File: src/rtl/alu_sequencer_pkg.sv
// Shared definitions for the ALU execution sequencer: state encoding, status
// codes, opcode limits and instruction field positions.
package alu_sequencer_pkg;

  typedef enum logic [3:0] {
    ST_IDLE   = 4'd0,
    ST_FETCH  = 4'd1,
    ST_READ_A = 4'd2,
    ST_READ_B = 4'd3,
    ST_EXEC   = 4'd4,
    ST_WAIT   = 4'd5,
    ST_WRITE  = 4'd6,
    ST_DONE   = 4'd7,
    ST_FAULT  = 4'd8
  } state_t;

  localparam logic [1:0] STATUS_IDLE  = 2'b00;
  localparam logic [1:0] STATUS_BUSY  = 2'b01;
  localparam logic [1:0] STATUS_DONE  = 2'b10;
  localparam logic [1:0] STATUS_FAULT = 2'b11;

  localparam logic [3:0] OP_NOP       = 4'h0;
  localparam logic [3:0] OP_MAX_VALID = 4'hC;

  localparam int FIELD_W  = 4;
  localparam int OPC_LSB  = 8;
  localparam int SRCA_LSB = 4;
  localparam int SRCB_LSB = 0;

  function automatic logic [1:0] state_status(input state_t st);
    logic [1:0] code;
    case (st)
      ST_IDLE:  code = STATUS_IDLE;
      ST_DONE:  code = STATUS_DONE;
      ST_FAULT: code = STATUS_FAULT;
      default:  code = STATUS_BUSY;
    endcase
    return code;
  endfunction

  function automatic logic op_invalid(input logic [3:0] op);
    return (op > OP_MAX_VALID);
  endfunction

endpackage

File: src/rtl/alu_seq_watchdog.sv
// Cycle counter guarding the ALU wait; flags the cycle whose increment would
// bring the count to TIMEOUT.
module alu_seq_watchdog #(
  parameter int TIMEOUT = 64
) (
  input  logic clk,
  input  logic reset_n,
  input  logic clear,
  input  logic enable,
  output logic expired
);

  localparam int CW = $clog2(TIMEOUT + 1);

  logic [CW-1:0] cnt_r;

  // Wait-cycle counter, saturating at TIMEOUT
  always_ff @(posedge clk or negedge reset_n) begin
    if (!reset_n) begin
      cnt_r <= {CW{1'b0}};
    end else if (clear) begin
      cnt_r <= {CW{1'b0}};
    end else if (enable && (cnt_r != CW'(TIMEOUT))) begin
      cnt_r <= cnt_r + CW'(1);
    end
  end

  assign expired = enable && (cnt_r == CW'(TIMEOUT - 1));

endmodule

File: src/rtl/alu_sequencer.sv
// Execution controller: drains the instruction FIFO, fetches two operands per
// instruction, runs the ALU core and pushes results, reporting a 2-bit status.
module alu_sequencer
  import alu_sequencer_pkg::*;
#(
  parameter int DATA_W  = 32,
  parameter int RF_AW   = 4,
  parameter int TIMEOUT = 64
) (
  input  logic              clk,
  input  logic              reset_n,
  input  logic              op_start,
  input  logic              opdone_clear,
  output logic [1:0]        status,
  input  logic              inst_empty,
  input  logic [31:0]       inst_dout,
  output logic              inst_pop,
  output logic [RF_AW-1:0]  rf_raddr,
  input  logic [DATA_W-1:0] rf_rdata,
  output logic [3:0]        alu_op,
  output logic [DATA_W-1:0] alu_a,
  output logic [DATA_W-1:0] alu_b,
  output logic              alu_start,
  input  logic              alu_done,
  input  logic [DATA_W-1:0] alu_result,
  input  logic              res_full,
  output logic              res_push,
  output logic [DATA_W-1:0] res_din
);

  state_t              state_r;
  state_t              state_s;
  logic [1:0]          status_r;
  logic [3:0]          op_r;
  logic [3:0]          srcb_r;
  logic [DATA_W-1:0]   a_r;
  logic [DATA_W-1:0]   result_r;
  logic [RF_AW-1:0]    rf_raddr_r;
  logic [3:0]          alu_op_r;
  logic [DATA_W-1:0]   alu_a_r;
  logic [DATA_W-1:0]   alu_b_r;
  logic                alu_start_r;
  logic                wd_clear_s;
  logic                wd_en_s;
  logic                wd_expired_s;
  logic                unused_inst_hi_s;

  assign unused_inst_hi_s = ^inst_dout[31:12];

  alu_seq_watchdog #(
    .TIMEOUT (TIMEOUT)
  ) u_watchdog (
    .clk     (clk),
    .reset_n (reset_n),
    .clear   (wd_clear_s),
    .enable  (wd_en_s),
    .expired (wd_expired_s)
  );

  // State register
  always_ff @(posedge clk or negedge reset_n) begin
    if (!reset_n) begin
      state_r <= ST_IDLE;
    end else begin
      state_r <= state_s;
    end
  end

  // Next-state decode and watchdog control
  always_comb begin
    state_s    = state_r;
    wd_clear_s = 1'b0;
    wd_en_s    = 1'b0;
    case (state_r)
      ST_IDLE: begin
        if (op_start) state_s = ST_FETCH;
        else          state_s = ST_IDLE;
      end
      ST_FETCH: begin
        if (inst_empty) state_s = ST_DONE;
        else            state_s = ST_READ_A;
      end
      ST_READ_A: begin
        if (op_invalid(op_r))     state_s = ST_FAULT;
        else if (op_r == OP_NOP)  state_s = ST_FETCH;
        else                      state_s = ST_READ_B;
      end
      ST_READ_B: state_s = ST_EXEC;
      ST_EXEC: begin
        wd_clear_s = 1'b1;
        state_s    = ST_WAIT;
      end
      ST_WAIT: begin
        if (alu_done) begin
          state_s = ST_WRITE;
        end else begin
          wd_en_s = 1'b1;
          if (wd_expired_s) state_s = ST_FAULT;
          else              state_s = ST_WAIT;
        end
      end
      ST_WRITE: begin
        if (res_full) state_s = ST_FAULT;
        else          state_s = ST_FETCH;
      end
      ST_DONE, ST_FAULT: begin
        if (opdone_clear) state_s = ST_IDLE;
        else              state_s = state_r;
      end
      default: state_s = ST_IDLE;
    endcase
  end

  // Datapath registers; operands are presented to the ALU from EXEC onward
  always_ff @(posedge clk or negedge reset_n) begin
    if (!reset_n) begin
      status_r    <= STATUS_IDLE;
      alu_start_r <= 1'b0;
      op_r        <= 4'h0;
      srcb_r      <= 4'h0;
      a_r         <= {DATA_W{1'b0}};
      result_r    <= {DATA_W{1'b0}};
      rf_raddr_r  <= {RF_AW{1'b0}};
      alu_op_r    <= 4'h0;
      alu_a_r     <= {DATA_W{1'b0}};
      alu_b_r     <= {DATA_W{1'b0}};
    end else begin
      status_r    <= state_status(state_s);
      alu_start_r <= (state_s == ST_EXEC);
      case (state_r)
        ST_FETCH: begin
          if (!inst_empty) begin
            op_r       <= inst_dout[OPC_LSB +: FIELD_W];
            srcb_r     <= inst_dout[SRCB_LSB +: FIELD_W];
            rf_raddr_r <= RF_AW'(inst_dout[SRCA_LSB +: FIELD_W]);
          end
        end
        ST_READ_A: begin
          a_r        <= rf_rdata;
          rf_raddr_r <= RF_AW'(srcb_r);
        end
        ST_READ_B: begin
          alu_op_r <= op_r;
          alu_a_r  <= a_r;
          alu_b_r  <= rf_rdata;
        end
        ST_WAIT: begin
          if (alu_done) result_r <= alu_result;
        end
        default: begin
        end
      endcase
    end
  end

  assign status    = status_r;
  assign alu_start = alu_start_r;
  assign rf_raddr  = rf_raddr_r;
  assign alu_op    = alu_op_r;
  assign alu_a     = alu_a_r;
  assign alu_b     = alu_b_r;
  assign res_din   = result_r;
  assign inst_pop  = (state_r == ST_FETCH) && !inst_empty;
  assign res_push  = (state_r == ST_WRITE) && !res_full;

endmodule

File: config.mk
export PLATFORM = sky130hd
export DESIGN_NAME = alu_sequencer
export DESIGN_NICKNAME = d
export VERILOG_FILES = /design/src/rtl/alu_sequencer_pkg.sv /design/src/rtl/alu_seq_watchdog.sv /design/src/rtl/alu_sequencer.sv
export SDC_FILE = /design/constraint.sdc
export NUM_CORES = 1
export LEC_CHECK = 0
export BUFFER_PORTS_ARGS = -buffer_cell sky130_fd_sc_hd__buf_4
export CORE_MARGIN = 3
export CORE_UTILIZATION = 40
export CTS_BUF_LIST = sky130_fd_sc_hd__clkbuf_4
export DETAILED_ROUTE_END_ITERATION = 6
export PLACE_DENSITY = 0.63
export SYNTH_ARGS = -nofsm -noshare
export SYNTH_HDL_FRONTEND = slang
export SYNTH_SLANG_ARGS = --single-unit
File: constraint.sdc
create_clock -name clk -period 3.9 [get_ports clk]
set_input_delay 0.585 -clock clk [delete_from_list [all_inputs] [get_ports clk]]
set_output_delay 0.585 -clock clk [all_outputs]
set_load 0.02 [all_outputs]
==> results list, run 1 <==
* Critical Path Most Common Cell: sky130_fd_sc_hd__buf_4
* Chip width: 130 µm
- Syn Std Cell Area: 0.00618 mm²
- Filler cells: 1279
- Clock tree synthesis inserted a total of 17 buffers.
- Maximum number of pins on one net before global-route repair: 75
- Dividing the detail-routed via count by the number of cells gives 4.99.
- Most used flip-flop cell after synthesis: sky130_fd_sc_hd__dfrtp_1
- TritonCTS clock tree: done
- The die covers 0.0170 mm².
- Static leakage: 3.76 nW
* Endpoint class of the critical path: output port
- Measured against its own limit, the worst slew margin works out to 42.3%.
* Count of different cell masters after synthesis: 45
- Htree depth: 4
- During I/O placement, the number of pins put on the boundary was 212.
- Worst path buffer plus inverter count: 2
* Port-buffer cells: 191
- Cells along the critical path: nor2_1, and4bb_1, buf_4, buf_4
- STA puts the critical path data required time at 3.31 ns.
- Post-Synth Simple-Gate Area: 5.06%
- Max-cap violations in this run came to 0.
* Post-Synth Adder-Cell Area: 0.405%
- Subtracting the final worst setup slack from the clock period gives 2.47 ns.
* Average wire length per cell after detail routing: 16.7 µm
- Leading cell type in the layout, fill and taps excluded: sky130_fd_sc_hd__buf_4
- The final critical path takes up 63.3% of the cycle.
- After floorplanning, the core was sized to cover 0.0148 mm².
* Iteration-0 DRC Markers: 158
- Fraction of layout instances using a drive strength above 1: 61.0%
- Of the total power, registers draw 41.8%.
- Transition time of the tightest slew-check pin: 0.859 ns
- Measured in cells, the most critical reg-to-reg path has a length of 4.
- Number of placement rows: 44
- Data on the critical path arrives at its endpoint at 1.88 ns.
* Clk_lat worst skew: 0.54 ns
- Highest net fanout along the worst path: 14
- During synthesis, Yosys emitted a total of 0 warnings.
* Share of async-settable or async-resettable flops after synthesis: 100%
- The average instance in the mapped netlist occupies 15.5 µm².
* Clock Tree Buf Depth: 2
- First-pass GRT wire length: 20900 µm
* Count of inserted antenna diode cells: 0
- Summed over all nets, the switching power comes to 2.52 mW.
- Accumulated negative setup slack: 0 ns
- The initial antenna violation count was 0.
* Vias after detailed routing: 3964
- The biggest area contributor in the post-synthesis netlist is sky130_fd_sc_hd__dfrtp_1.
- The critical path is of the register to output port type.
* Hold Vio Cnt, Final: 0
- On the final layout, the worst clock skew is 0.0223 ns.
- Largest voltage drop on the vdd net: 0.418 mV
* Worst path top cell family by delay: flip-flops
- First-pass DRT Iterations: 5
- The portion of synthesized area spent on multiplexers is 26.1%.
- DRT Wirelength: 13300 µm
* Clock power share: 12.7%
- Class of the tightest hold or removal check: input port to asynchronous set/reset pin
- Synthesis produced a netlist with a net count of 505.
- Max Clock Freq: 405 MHz
- Summed over all layers, the global routing overflow is 0.
- Setup repair after global routing left no endpoint under its margin.
- Die span in y: 130 µm
- Fraction of power consumed by combinational cells: 45.6%
- STA classifies the critical path startpoint as a register.
* Number of endpoints failing setup at the final stage: 0
- Of the synthesized area, sequential elements account for 63.9%.
- The initial utilization of the core area, before any placement, comes to 41.8%.
- After the last flow step, the layout net total stands at 703.
* Area share of the largest cell type after synthesis: 63.9%
- The root buffer cell chosen for the clock tree is sky130_fd_sc_hd__clkbuf_4.
- CTS Sinks: 158
- Cells fill 54.5% of the core in the end.
* Number of register bits inferred by synthesis: 158
- Global routing used 15.9% of the available tracks across all layers.
- Worst stage delay on the critical path: 0.55 ns
- After clock tree synthesis, the setup repair step added 0 buffers.
- From synthesis to final layout, the design area changed by 30.6%.
* Power density of the placed cells: 855 mW/mm²
- CTS-repair resized insts: 0
* Net switching share of the total power: 36.6%
- The run finished with clean final reports.
- Area fraction in compound gates after synthesis: 1.86%
* Global placement routability congestion: 0.787
- In the layout the commonest cells are sky130_fd_sc_hd__buf_4 (196), sky130_fd_sc_hd__dfrtp_1 (158), sky130_fd_sc_hd__mux2_2 (140), sky130_fd_sc_hd__clkbuf_4 (19), sky130_fd_sc_hd__nand2_1 (11).
- After technology mapping, the gate count stands at 400.
* Cell types occupying the most area after synthesis: sky130_fd_sc_hd__dfrtp_1 (64%), sky130_fd_sc_hd__mux2_2 (25%), sky130_fd_sc_hd__buf_2 (1.5%), sky130_fd_sc_hd__nand2_1 (0.67%), sky130_fd_sc_hd__mux2i_1 (0.65%)
* Synthesized-area fraction occupied by xor and xnor cells: 0.708%
- After clock tree synthesis, the clock-pin slew on the worst setup and hold paths is 0.14 ns.
- Crit-path slowest cell: sky130_fd_sc_hd__dfrtp_1
- Post-route antenna net violation count: 0
- Setup slack on the worst reg-to-reg path comes out at 1.60 ns.
- After synthesis, the largest family of logic cells by area is multiplexers.
* Max Transition Viols Final: 0
- EDFF count, synth: 0
- Total internal power: 4.38 mW
- The worst register-to-register path begins at state_r[2]$_DFF_PN0_.
- Number of global-route vias before repair: 4100
- DRC violation count after routing: 0
* DP HPWL: 9400 µm
- Total Power: 6.90 mW
- Number of hold buffers added after CTS: 0
- Destination of the worst register-to-register timing path: alu_op[1]$_DFFE_PN0P_
[power by group through the flow]
stage          clock (mW)  sequential, mW  combinational [mW]
5_1_grt              1.00            2.99                3.38
2_1_floorplan           0            3.50                1.27
3_5_place_dp            0            2.92                3.20
3_3_place_gp            0            2.87                3.14
6_report            0.873            2.88                3.15
4_1_cts             0.923            2.89                3.21
[worst register-to-register path: stages, from the launching register on]
cell	delay, ns
sky130_fd_sc_hd__dfrtp_1	0.55
sky130_fd_sc_hd__nor2_1	0.19
sky130_fd_sc_hd__and3_2	0.74
sky130_fd_sc_hd__buf_12	0.33
sky130_fd_sc_hd__mux2_2	0.38
[kinds of logic after synthesis]
logic type / count (synthesis)
compound gates: 16
xor+xnor: 5
buf+inv: 25
flops: 158
simple gates: 50
mux: 144
fa+ha+maj: 2
[registers in the layout, summed over array words and instances (netlist names)]
name	count
a_r	32
alu_a	32
alu_b	32
res_din	32
u_watchdog.cnt_r	7
alu_op	4
op_r	4
rf_raddr	4
srcb_r	4
state_r	4
status	2
alu_start	1
[cell usage after synthesis, types with 2 or more instances]
cell type and n:
sky130_fd_sc_hd__and3_1 2, sky130_fd_sc_hd__buf_2 18, sky130_fd_sc_hd__dfrtp_1 158, sky130_fd_sc_hd__ha_1 2
sky130_fd_sc_hd__inv_1 6, sky130_fd_sc_hd__mux2_2 140, sky130_fd_sc_hd__mux2i_1 4, sky130_fd_sc_hd__nand2_1 11
sky130_fd_sc_hd__nand4_1 3, sky130_fd_sc_hd__nor2_1 8, sky130_fd_sc_hd__nor3_1 5, sky130_fd_sc_hd__nor4_1 2
sky130_fd_sc_hd__o21ai_0 4, sky130_fd_sc_hd__or3b_2 2, sky130_fd_sc_hd__or4_1 2, sky130_fd_sc_hd__xnor2_1 2
sky130_fd_sc_hd__xor2_1 3
[layer usage]
layer	vias up	part of all wire, %	global-route usage [%]
li1	1822	-	-
met5	-	0	0
met4	0	1.4	5.75
met1	1985	40	20.4
met3	20	11	7.53
met2	137	48	23.6
[worst max path at each step]
stage,cells past startpoint,end,from,slack (ns)
after floorplan,3,res_push,state_r[2]$_DFF_PN0_,1.96
after global placement,4,alu_a[9]$_DFFE_PN0P_,state_r[2]$_DFF_PN0_,1.66
after detailed placement,4,alu_b[31]$_DFFE_PN0P_,state_r[2]$_DFF_PN0_,1.60
after CTS,4,inst_pop,state_r[2]$_DFF_PN0_,1.36
after global routing,4,inst_pop,state_r[2]$_DFF_PN0_,1.25
final,4,inst_pop,state_r[2]$_DFF_PN0_,1.43
[per-stage QoR]
step / instances / hold slack, ns / instance area, µm² / worst slack [ns]
after floorplan: 400 / 0.289 / 6180 / 1.96
after global placement: 763 / 0.463 / 7830 / 1.66
after detailed placement: 763 / 0.484 / 7830 / 1.60
after CTS: 795 / 0.0159 / 8070 / 1.36
after global routing: 795 / 0.0293 / 8070 / 1.25
final: 795 / 0.0361 / 8070 / 1.43
[layout make-up]
type	count	area (µm²)	share of cell area (%)
Inverter	6	22.5	0.279
Tap cell	184	230	2.85
Timing Repair Buffer	198	1500	18.6
Sequential cell	158	3950	49.0
Clock inverter	13	98.8	1.22
Multi-Input combinational cell	217	2120	26.3
Clock buffer	19	143	1.77
Note: power is estimated with default switching activity, not from simulation.
==> run 2, diff against run 1 <==
- ABC_AREA: not set -> 1
- clock period: 3.9 -> 2.4 ns (I/O delays scaled with it)
==> run 2 against run 1 <==
Against the previous run: combinational power increased by 56%; highest routed layer unchanged; area after synthesis grew 2.7%; final area increased by 7.2%.
==> results list, run 2 <==
- Status: finished clean
- Fill cells in the final layout number 1393.
* Relative area change from synthesis to final layout: 36.3%
- Post-route setup slack: 0.291 ns
- Syn Std Cell Area: 0.00635 mm²
* Max Transition Viols Final: 0
* DP HPWL: 10400 µm
- After detailed routing, the total wire length is 15300 µm.
- Cell with the most instances after synthesis: sky130_fd_sc_hd__nand2_1
- Iteration-0 DRC Markers: 281
- Number of buffers inserted during clock tree synthesis: 17
- Htree depth: 4
- Chip width: 132 µm
- For this run, the share of the core covered by cells in the final layout is 56.3%.
* Initial Utilization: 41.3%
* Cell types occupying the most area after synthesis: sky130_fd_sc_hd__dfrtp_1 (62%), sky130_fd_sc_hd__nand2_1 (18%), sky130_fd_sc_hd__o21ai_0 (3.1%), sky130_fd_sc_hd__inv_1 (3.1%), sky130_fd_sc_hd__o21ai_1 (2.8%)
* Average vias per placed instance: 4.52
* First-pass DRT Iterations: 4
- Maxcap violations: 0
- Crit path DAT: 1.75 ns
* Cell at the root of the clock tree: sky130_fd_sc_hd__clkbuf_4
* Number of hold buffers added after CTS: 43
* Worst stage delay on the critical path: 0.46 ns
- Remaining max-slew budget at the tightest pin: 64.2%
- The largest individual stage delay along the critical path comes from the cell sky130_fd_sc_hd__dfrtp_1.
- In this run the remaining antenna-violating nets after routing total 0.
* Post-Synthesis Net Count: 813
* Fraction of the yosys area taken by sequential cells: 62.3%
- Required @ worst endpoint: 2.04 ns
* Share of async-settable or async-resettable flops after synthesis: 100%
* Setup repair after global routing missed its margin: false
- Synth top cells by count: sky130_fd_sc_hd__nand2_1 (307), sky130_fd_sc_hd__dfrtp_1 (158), sky130_fd_sc_hd__inv_1 (52)
- Power density of the placed cells: 1260 mW/mm²
- The number of global-route vias before repair came to 5109.
* Number of endpoints failing setup at the final stage: 0
- Number of register bits inferred by synthesis: 158
* I/O pins: 212
- The first global-routing pass estimated 25300 µm of wire.
* Vias after detailed routing: 5262
- Based on the critical path, the design can be clocked at up to 474 MHz.
* Port-buffer cells: 191
* Post-route minimum period: 2.11 ns
- Synthesis produced 708 cells.
- The library cell used most frequently in the layout, excluding fill and tap cells, is sky130_fd_sc_hd__nand2_1.
- YS warnings: 0
- After synthesis, the mean cell area works out to 8.97 µm².
- The floorplan step set the die height to 132 µm.
- Across the routed clock network, the largest skew measured is 0.0163 ns.
- The tightest min-delay check is of the input port to register type.
- After the last flow step, the layout net total stands at 1046.
* Largest voltage drop on the vdd net: 0.572 mV
* Cells along the critical path: nor2_2, nand2_2, nor2_4, buf_4
- After detailed routing, the average wire length per cell comes to 13.1 µm.
- The clock drives 158 sinks.
- Clock-pin slew on the worst setup and hold paths: 0.12 ns
- Row generation in the floorplan step produced 45 rows.
* Worst slack, placed: 0.617 ns
- Final worst-path cycle share: 87.9%
* Worst path top cell family by delay: simple AND/OR/NAND/NOR gates
* Static leakage: 4.71 nW
* Global placement routability congestion: 0.825
* Endpoint class of the critical path: output port
- The clock passes through at most 2 buffers.
- The hold violation total from the final report is 0.
* Antenna violations before repair: 1
- Count of different cell masters after synthesis: 27
* Top library cells by usage in the layout, fill and taps aside: sky130_fd_sc_hd__nand2_1 (307), sky130_fd_sc_hd__buf_4 (195), sky130_fd_sc_hd__dfrtp_1 (158), sky130_fd_sc_hd__inv_1 (52), sky130_fd_sc_hd__dlygate4sd3_1 (43)
- EDFF count, synth: 0
- Element type at the critical path start: register
* Fraction of layout instances using a drive strength above 1: 26.5%
- Summed over all layers, the global routing overflow is 0.
- Most used flip-flop cell after synthesis: sky130_fd_sc_hd__dfrtp_1
- Accumulated negative setup slack: 0 ns
* TritonCTS clock tree: done
* CTS-repair resized insts: 0
- Setup Buffers After CTS: 0
- Crit path kind: register to output port
- Core ar.: 0.0154 mm²
- The die covers 0.0174 mm².
- Transition time of the tightest slew-check pin: 0.537 ns
* Maximum number of pins on one net before global-route repair: 105
- DRC violation count after routing: 0
- Area share of the largest cell type after synthesis: 62.3%
* Worst path buffer plus inverter count: 1
- Most area-hungry cell type in the Yosys netlist: sky130_fd_sc_hd__dfrtp_1
- Highest net fanout along the worst path: 5
- Clk_lat worst skew: 0.56 ns
* Overall track demand over capacity in global routing: 17.9%
run 2: cell count changes after synthesis, moves of 8 or more:
cell / delta
sky130_fd_sc_hd__buf_2: -8
sky130_fd_sc_hd__inv_1: +46
sky130_fd_sc_hd__inv_2: +9
sky130_fd_sc_hd__mux2_2: -140
sky130_fd_sc_hd__nand2_1: +296
sky130_fd_sc_hd__nand3_1: +24
sky130_fd_sc_hd__nor2_1: +14
sky130_fd_sc_hd__o21ai_0: +35
sky130_fd_sc_hd__o21ai_1: +35
run 2: cells by family after synthesis:
family          synth area share [%]
simple gates                    24.2
fa+ha+maj                      0.394
flops                           62.3
buf+inv                         6.47
xor+xnor                       0.138
compound gates                  6.52
run 2: routing by layer:
metal | GRT usage (%) | part of all wire [%]
met1 | 24.6 | 47
met2 | 26.7 | 45
met3 | 6.37 | 6.6
met4 | 5.48 | 1.8
met5 | 0 | 0
run 2: tightest hold or removal path, cell delays in order:
cell and delay, ns:
sky130_fd_sc_hd__buf_4 0.11, sky130_fd_sc_hd__inv_1 0.05, sky130_fd_sc_hd__o21ai_1 0.06
run 2: power breakdown:
group	leakage [nW]	internal [mW]	switching [mW]	total [mW]
clock network	0.137	0.623	0.866	1.49
registers	1.98	3.86	0.660	4.52
logic	2.59	1.96	2.95	4.91
run 2: final timing paths:
path	startpoint	endpoint	slack, ns	depth (start not counted)
min	rf_rdata[1]	a_r[1]$_DFFE_PN0P_	0.05	3
min reg2reg	a_r[11]$_DFFE_PN0P_	alu_a[11]$_DFFE_PN0P_	0.48	2
max in group asynchronous	reset_n	state_r[3]$_DFF_PN0_	1.34	3
max	state_r[3]$_DFF_PN0_	inst_pop	0.29	4
min in group asynchronous	reset_n	alu_a[10]$_DFFE_PN0P_	0.29	2
max reg2reg	state_r[0]$_DFF_PN0_	status[0]$_DFF_PN0_	0.62	9
run 2: area by class of cell:
type                       instances  area, µm²  share of cell area (%)
clock buffer                      20        150                    1.73
antenna                            1       2.50                  0.0289
clock inverter                     9       97.6                    1.13
inverter                          62        233                    2.69
tap                              211        264                    3.05
multi-input combinational        460       1990                    23.0
sequential                       158       3950                    45.7
timing repair buffer             242       1970                    22.7
run 2: through the flow:
| step | std cells | instance area [µm²] | power, mW | hold slack (ns) |
|---|---|---|---|---|
| 5_1_grt | 1163 | 8650 | 11.7 | 0.00723 |
| 3_3_place_gp | 1090 | 7970 | 9.39 | 0.336 |
| 3_5_place_dp | 1090 | 7970 | 9.47 | 0.332 |
| 4_1_cts | 1162 | 8650 | 11.0 | 0.00868 |
| 6_report | 1163 | 8650 | 10.9 | 0.0514 |
| 2_1_floorplan | 708 | 6350 | 7.46 | 0.0644 |
